$ cat config.mk
export PLATFORM = sky130hd
export DESIGN_NAME = vote_tally
export DESIGN_NICKNAME = d
export VERILOG_FILES = /design/src/rtl/vote_pkg.sv /design/src/rtl/vote_popcount.sv /design/src/rtl/vote_tally.sv
export SDC_FILE = /design/constraint.sdc
export NUM_CORES = 1
export LEC_CHECK = 0
export ABC_AREA = 1
export ABC_CLOCK_PERIOD_IN_PS = 1850
export CORE_MARGIN = 1.5
export CORE_UTILIZATION = 25
export CTS_CLUSTER_SIZE = 25
export DETAILED_ROUTE_END_ITERATION = 10
export PLACE_DENSITY = 0.55
export SYNTH_ARGS = -nofsm -noshare
export SYNTH_HDL_FRONTEND = slang
export SYNTH_HIERARCHICAL = 1
export SYNTH_SLANG_ARGS = --single-unit
$ cat constraint.sdc
create_clock -name clk -period 1.85 [get_ports clk]
set_input_delay 0.37 -clock clk [delete_from_list [all_inputs] [get_ports clk]]
set_output_delay 0.37 -clock clk [all_outputs]
set_load 0.1 [all_outputs]
$ cat src/rtl/vote_pkg.sv
// rtl/vote_pkg.sv - shared state encoding and count-width helper for vote_tally
package vote_pkg;

  localparam logic [1:0] IDLE = 2'd0;
  localparam logic [1:0] VOTE = 2'd1;
  localparam logic [1:0] DONE = 2'd2;

  // Bits needed to hold a count from 0 up to and including n
  function automatic int cw_of(input int n);
    return $clog2(n + 1);
  endfunction

endpackage

$ cat src/rtl/vote_popcount.sv
// rtl/vote_popcount.sv - combinational popcount over N bits
import vote_pkg::*;

module vote_popcount #(
  parameter int N  = 3,
  parameter int CW = cw_of(N)
) (
  input  logic [N-1:0]  bits_i,
  output logic [CW-1:0] count_o
);

  // Ripple-add every set bit; N is small (<= 32) so a simple chain is fine
  always_comb begin
    count_o = '0;
    for (int i = 0; i < N; i++) begin
      count_o = count_o + CW'(bits_i[i]);
    end
  end

endmodule

$ cat src/rtl/vote_tally.sv
// rtl/vote_tally.sv - session-based yes-vote tally with threshold result; optional VOTE_TIMEOUT_EN
import vote_pkg::*;

module vote_tally #(
  parameter int N_VOTERS  = 3,
  parameter int THRESHOLD = 2,
  parameter int TIMEOUT   = 1000
) (
  input  logic                          clk,
  input  logic                          resetn,
  input  logic                          start,
  input  logic                          close,
  input  logic [N_VOTERS-1:0]           vote_valid,
  input  logic [N_VOTERS-1:0]           vote_yes,
  output logic                          busy,
  output logic [N_VOTERS-1:0]           voted,
  output logic [cw_of(N_VOTERS)-1:0]    yes_cnt,
  output logic                          result_valid,
  output logic                          result_pass
);

  localparam int            CW  = cw_of(N_VOTERS);
  localparam logic [CW-1:0] THR = CW'(THRESHOLD);

  logic [1:0]          state_q, state_d;
  logic [N_VOTERS-1:0] voted_q, voted_d;
  logic [CW-1:0]       yes_q, yes_d;
  logic                pass_q, pass_d;

  logic [N_VOTERS-1:0] accept;
  logic [CW-1:0]       new_yes;
  logic                all_voted;
  logic                timeout_hit;
  logic                close_now;

  // First vote from each voter only; repeats are silently dropped
  assign accept    = vote_valid & ~voted_q;
  assign all_voted = &(voted_q | accept);
  assign close_now = close | all_voted | timeout_hit;

  vote_popcount #(
    .N  (N_VOTERS),
    .CW (CW)
  ) u_popcount (
    .bits_i  (accept & vote_yes),
    .count_o (new_yes)
  );

`ifdef VOTE_TIMEOUT_EN
  localparam int TW = $clog2(TIMEOUT);

  logic [TW-1:0] timer_q;

  assign timeout_hit = (state_q == VOTE) && (timer_q == TW'(TIMEOUT - 1));

  // Session timer: cleared when a session opens, counts every VOTE cycle
  always_ff @(posedge clk or negedge resetn) begin
    if (!resetn) begin
      timer_q <= '0;
    end else if (start && (state_q != VOTE)) begin
      timer_q <= '0;
    end else if (state_q == VOTE) begin
      timer_q <= timer_q + 1'b1;
    end
  end
`else
  logic unused_timeout_cfg;

  assign unused_timeout_cfg = (TIMEOUT < 2);
  assign timeout_hit        = 1'b0;
`endif

  // Session FSM and tally next-state; the closing cycle still counts its votes
  always_comb begin
    state_d = state_q;
    voted_d = voted_q;
    yes_d   = yes_q;
    pass_d  = pass_q;
    case (state_q)
      IDLE, DONE: begin
        if (start) begin
          state_d = VOTE;
          voted_d = '0;
          yes_d   = '0;
          pass_d  = 1'b0;
        end
      end
      VOTE: begin
        voted_d = voted_q | accept;
        yes_d   = yes_q + new_yes;
        if (close_now) begin
          state_d = DONE;
          pass_d  = (yes_d >= THR);
        end
      end
      default: begin
        state_d = IDLE;
      end
    endcase
  end

  // State and tally registers; reset discards any open session
  always_ff @(posedge clk or negedge resetn) begin
    if (!resetn) begin
      state_q <= IDLE;
      voted_q <= '0;
      yes_q   <= '0;
      pass_q  <= 1'b0;
    end else begin
      state_q <= state_d;
      voted_q <= voted_d;
      yes_q   <= yes_d;
      pass_q  <= pass_d;
    end
  end

  assign busy         = (state_q == VOTE);
  assign result_valid = (state_q == DONE);
  assign result_pass  = pass_q;
  assign voted        = voted_q;
  assign yes_cnt      = yes_q;

endmodule

==> results of run 1 <==
-- metrics by stage --
step	setup WS (ns)	power, µW	hold slack [ns]
6_report	0.184	1560	0.384
4_1_cts	0.0190	1530	0.404
5_1_grt	0.0703	1640	0.415
2_1_floorplan	0.0321	993	0.0744
3_3_place_gp	-0.238	1370	0.528
3_5_place_dp	-0.264	1380	0.538
-- cell families after synthesis --
| logic type | synth area share [%] |
|---|---|
| AO/OA/AOI/OAI | 9.22 |
| adder cells (fa/ha/maj) | 7.05 |
| buffers and inverters | 9.76 |
| flip-flops | 43.4 |
| AND/OR/NAND/NOR | 30.6 |
-- cell usage after synthesis (all sizes together) --
library cell / instances / area, µm²
nand2: 24 / 103
ha: 1 / 12.5
a22o: 1 / 8.76
dfrtp: 8 / 200
o31ai: 1 / 7.51
nand3: 1 / 10.0
inv: 12 / 45.0
fa: 1 / 20.0
a21oi: 4 / 20.0
o22ai: 1 / 6.26
nor2: 7 / 28.8
-- cell usage in the layout, fill, tap and decap left out, types with 2 or more instances in the layout --
cell             count
inv_2                4
dfrtp_1              5
nor2_2               5
clkbuf_4             3
nand2_1             18
a21oi_1              4
buf_4                2
clkdlybuf4s50_1      3
dlymetal6s2s_1       6
dfrtp_4              2
inv_1                8
buf_12               8
nand2_2              6
-- per-layer routing --
| layer | up-vias | GRT usage [%] | share of wire, % |
|---|---|---|---|
| met5 | - | 0 | 0 |
| met4 | 0 | 12.0 | 3.9 |
| met3 | 5 | 2.38 | 2.2 |
| met2 | 11 | 17.8 | 48 |
| met1 | 201 | 17.4 | 46 |
| li1 | 233 | - | - |
-- registers in the layout (all words and copies together), names as in the netlist --
register,count
voted,3
yes_cnt,2
state_q,2
result_pass,1
-- area by class of cell --
class                      count  area [µm²]  area share (%)
timing repair buffer          19         280            33.3
multi-input combinational     41         249            29.6
sequential                     8         209            24.9
inverter                      12        45.0            5.36
tap                           25        31.3            3.72
clock buffer                   4        26.3            3.13
-- power by group --
part           leakage [µW]  switching, µW  internal (µW)  total, µW
Sequential         0.000100           80.4            249        330
Combinational      0.000327            700            377       1080
Clock             0.0000150           70.5           83.2        154
-- worst max path at each step --
stage	from	end	slack, ns
floorplan	voted[2]$_DFFE_PN0P_	result_pass$_DFFE_PN0P_	0.03
global placement	vote_valid[0]	result_pass$_DFFE_PN0P_	-0.24
detailed placement	vote_valid[0]	result_pass$_DFFE_PN0P_	-0.26
CTS	vote_valid[0]	result_pass$_DFFE_PN0P_	0.02
global route	voted[0]$_DFFE_PN0P_	result_pass$_DFFE_PN0P_	0.07
finish	voted[0]$_DFFE_PN0P_	result_pass$_DFFE_PN0P_	0.18
-- what timing repair did --
action,CTS,global route
setup endpoints to repair,0,3
resized for setup,0,14
hold endpoints to repair,0,0
==> reports/metrics.yaml, run 1 <==
numClockSinks: 8
fin_cells: 109
drt_iter0_markers: 6
grt_antenna_before_repair: 0
cts_buffers: 3
cellPowerDensity_mw_per_mm2: 1860
nNetsFinal: 97
grt_pass1_vias: 432
route.vias.total: 450
wl_per_cell_um: 10.4
drt-total-wl_um: 1140
grt.overflow.total: 0
grt_pass1_wl_um: 1840
min_period_ns: 1.67
fin_crit_sh_pct: 90.1
ant_nets: 0
fin_worst_skew_ns: 0.00568
clk_latency_ns: 0.27
slowest_delay_ns: 0.50
setup-violations-final: 0
area_growth_pct: 82.1
p_leak_uw: 0.000442
drive_gt1_share_pct: 40.5
reg2reg_depth: 8
path_depth: 8
outcome: "complete, no violations"
crit_path_start_kind: "register"
path_max_fanout: 3
path_delay_family: "adder cells"
cts-root-buf: "clkbuf_4"
vdd_drop_max_uv: 694
finalSetupTns_ns: 0
synth_warnings: 6
synth_fp_nets: 73
placed_area_um2: 769
design_area_um2: 841
drv_cap: 0
r2r_start: "voted[0]$_DFFE_PN0P_"
io_buffers: 17
worst-setup-path-type: "reg -> reg"
fp.dieH_um: 46.0
rows: 15
vias_per_cell: 4.13
drcViolationCount: 0
hp-class: "in -> async"
ios: 18
clk_pin_slew_worst_paths_ns: 0.06
cts_hold_buffers: 0
syn_area_um2: 462
track_usage_pct: 13.2
cts_setup_buffers: 0
place_congestion: 0.768
reg2reg_slack_ns: 0.18
syn_inst: 61
drt_first_pass_iters: 2
synth.avg_cell_area_um2: 7.57
die-width_um: 46.0
dp_hpwl_um: 873
cts_tree: "built"
slew_viol_final: 0
arrival_ns: 1.87
insertedDiodeCount: 0
synth_cell_types: 14
initial_core_util_pct: 26.7
finalHoldViolations: 0
die_area_mm2: 0.00211
cp_data_required_time_ns: 2.05
final.fill_count: 172
cp_num_buf_inv: 0
critical-path-slowest-cell: "dfrtp_4"
rsz0062_at_grt: "no"
cts.htree.levels: 1
grt_max_degree: 9
synth_seq_cells: 8
critPathCaptureType: "register"
slew-limit-headroom_pct: 74.8
seq_area_frac_synth_pct: 43.4
clockBufferDepth: 2
core_mm2: 0.00173
r2r-end: "result_pass$_DFFE_PN0P_"
fin_util_pct: 48.7
cp_cell_sequence: "nor2_2, fa_1, ha_4, nand2_2, nand2_2, nor2_1, nand2_1, nand2_1"
worstMarginPinSlew_ns: 0.376
fmax_mhz: 600
dp_cells: 105
Note: power is estimated with default switching activity, not from simulation.
==> inputs of run 2 (changes only) <==
--- a/config.mk
+++ b/config.mk
@@ -7,11 +7,12 @@
 export LEC_CHECK = 0
 export ABC_AREA = 1
 export ABC_CLOCK_PERIOD_IN_PS = 1850
-export CORE_MARGIN = 1.5
-export CORE_UTILIZATION = 25
-export CTS_CLUSTER_SIZE = 25
+export CORE_AREA = 2 2 39 41
+export CTS_CLUSTER_SIZE = 8
 export DETAILED_ROUTE_END_ITERATION = 10
-export PLACE_DENSITY = 0.55
+export DIE_AREA = 0 0 41 43
+export HOLD_SLACK_MARGIN = 0.1
+export PLACE_DENSITY = 0.7
 export SYNTH_ARGS = -nofsm -noshare
 export SYNTH_HDL_FRONTEND = slang
 export SYNTH_HIERARCHICAL = 1
==> reports/metrics.yaml, run 2 (same netlist as run 1, synthesis figures left out) <==
pre_cts_slack_ns: -0.317  # -0.0531 ns
layout_commonest_cell: "nand2_1"
clk_latency_ns: 0.26  # about the same
fin_crit_sh_pct: 90.4  # +0.33 points
io_buffers: 17  # unchanged
clockBufferDepth: 2  # unchanged
insertedDiodeCount: 0  # unchanged
drt-total-wl_um: 1010  # -12%
drive_gt1_share_pct: 40.2  # -0.23 points
die_area_mm2: 0.00176  # -17%
slowest_delay_ns: 0.50  # about the same
initial_core_util_pct: 33.4  # +6.6 points
place_congestion: 0.824  # +7.2%
path_max_fanout: 3  # unchanged
slew_viol_final: 0  # unchanged
worstMarginPinSlew_ns: 0.389  # +0.0124 ns
drt_iter0_markers: 3  # -3
finalSetupTns_ns: 0  # unchanged
cts_hold_buffers: 0  # unchanged
ios: 18  # unchanged
cp_data_required_time_ns: 2.05  # about the same
register_area_um2: 209  # unchanged
core_mm2: 0.00138  # -20%
wl_per_cell_um: 10.3  # -1.6%
placed_area_um2: 743  # -3.4%
crit_path_start_kind: "register"
arrival_ns: 1.87  # about the same
drcViolationCount: 0  # unchanged
ant_nets: 0  # unchanged
final.fill_count: 128  # -26%
track_usage_pct: 14.1  # +0.91 points
die-width_um: 41  # -11%
design_area_um2: 817  # -2.8%
dp_hpwl_um: 792  # -9.3%
clk_pin_slew_worst_paths_ns: 0.06  # about the same
drv_cap: 0  # unchanged
vdd_drop_max_uv: 1150  # +65%
fmax_mhz: 598  # -0.36%
cp_cell_sequence: "nor2_2, fa_1, ha_4, nand2_2, nand2_2, nor2_2, nand2_1, nand2_1"
numClockSinks: 8  # unchanged
mostFrequentLayoutCells: "nand2_1 (18), inv_1 (8), buf_12 (8)"
cts.htree.levels: 1  # unchanged
fin_worst_skew_ns: 0.00653  # +0.000845 ns
finalHoldViolations: 0  # unchanged
rsz0062_at_grt: "no"
p_leak_uw: 0.000432  # -2.2%
critical-path-slowest-cell: "dfrtp_4"
drt_first_pass_iters: 2  # unchanged
critPathCaptureType: "register"
area_growth_pct: 77.0
cts-root-buf: "clkbuf_4"
grt.overflow.total: 0  # unchanged
outcome: "complete, no violations"
grt_pass1_wl_um: 1640  # -11%
holdWs_ns: 0.392  # +0.00880 ns
cellPowerDensity_mw_per_mm2: 1920  # +3.2%
setup-violations-final: 0  # unchanged
fp.dieH_um: 43  # -6.5%
slew-limit-headroom_pct: 74.0  # -0.83 points
grt_antenna_before_repair: 0  # unchanged
vias_per_cell: 4.55  # +10%
route.vias.total: 446  # -0.89%
min_period_ns: 1.67  # +0.00602 ns
cts_tree: "built"
nNetsFinal: 95  # -2.1%
rows: 14  # -1
grt_pass1_vias: 417  # -3.5%
multiInputGateArea_um2: 251  # +1.0%
grt_max_degree: 9  # unchanged
worst-setup-path-type: "reg -> reg"
cts_buffers: 3  # unchanged
setup_slack_ns: 0.178  # -0.00602 ns
hp-class: "in -> async"
largest_reg_flops: 3  # unchanged
## run 2: layer usage
layer  up-vias  wire [µm]  track usage, %
met5         -          0               0
met4         0         32            10.0
met3         5         66            3.14
met2        16        451            18.8
met1       196        454            19.3
li1        229          -               -
## run 2: final timing paths
check	startpoint	to	slack [ns]	cells past startpoint
max	voted[1]$_DFFE_PN0P_	result_pass$_DFFE_PN0P_	0.18	8
min	resetn	state_q[0]$_DFFE_PN0P_	0.39	1
max reg2reg	voted[1]$_DFFE_PN0P_	result_pass$_DFFE_PN0P_	0.18	8
min reg2reg	state_q[0]$_DFFE_PN0P_	state_q[1]$_DFFE_PN0P_	0.55	1
max in group asynchronous	resetn	voted[0]$_DFFE_PN0P_	1.14	1
min in group clk	vote_valid[1]	voted[1]$_DFFE_PN0P_	0.48	5
## run 2: worst max-delay path: cells and delay by family, from the launching register on
family,cells,cell delay (ns)
AND/OR/NAND/NOR,6,0.43
adder cells (fa/ha/maj),2,0.66
flip-flops,1,0.50
## run 2: power breakdown
group | switching (µW) | leakage (µW) | internal, µW
registers | 81.3 | 0.000100 | 249
logic | 703 | 0.000317 | 380
clock network | 69.2 | 0.0000150 | 83.2
total | 853 | 0.000432 | 713
## run 2: final cells by class
| cell class | count | area share, % |
|---|---|---|
| Inverter | 12 | 5.51 |
| Clock buffer | 4 | 3.22 |
| Multi-Input combinational cell | 41 | 30.8 |
| Tap cell | 16 | 2.45 |
| Timing Repair Buffer | 17 | 32.5 |
| Sequential cell | 8 | 25.6 |
## run 2: what timing repair did
action                                  CTS  global route
endpoints found under the setup margin    2             2
gates resized for setup                   4            11
pin swaps                                 0            10
setup buffers                             0             0
## run 2: stage by stage
step	cells	power (µW)	utilization, %
5_1_grt	98	1650	59.0
3_3_place_gp	94	1360	53.7
3_5_place_dp	94	1370	53.7
6_report	98	1570	59.0
2_1_floorplan	61	993	-
4_1_cts	98	1540	56.3
==> inputs of run 3 (changes only) <==
--- a/config.mk
+++ b/config.mk
@@ -8,7 +8,7 @@
 export ABC_AREA = 1
 export ABC_CLOCK_PERIOD_IN_PS = 1850
 export CORE_AREA = 2 2 39 41
-export CTS_CLUSTER_SIZE = 8
+export CTS_CLUSTER_SIZE = 16
 export DETAILED_ROUTE_END_ITERATION = 10
 export DIE_AREA = 0 0 41 43
 export HOLD_SLACK_MARGIN = 0.1
==> results of run 3 <==
Final layout, timing and power as in run 2 (identical DEF).
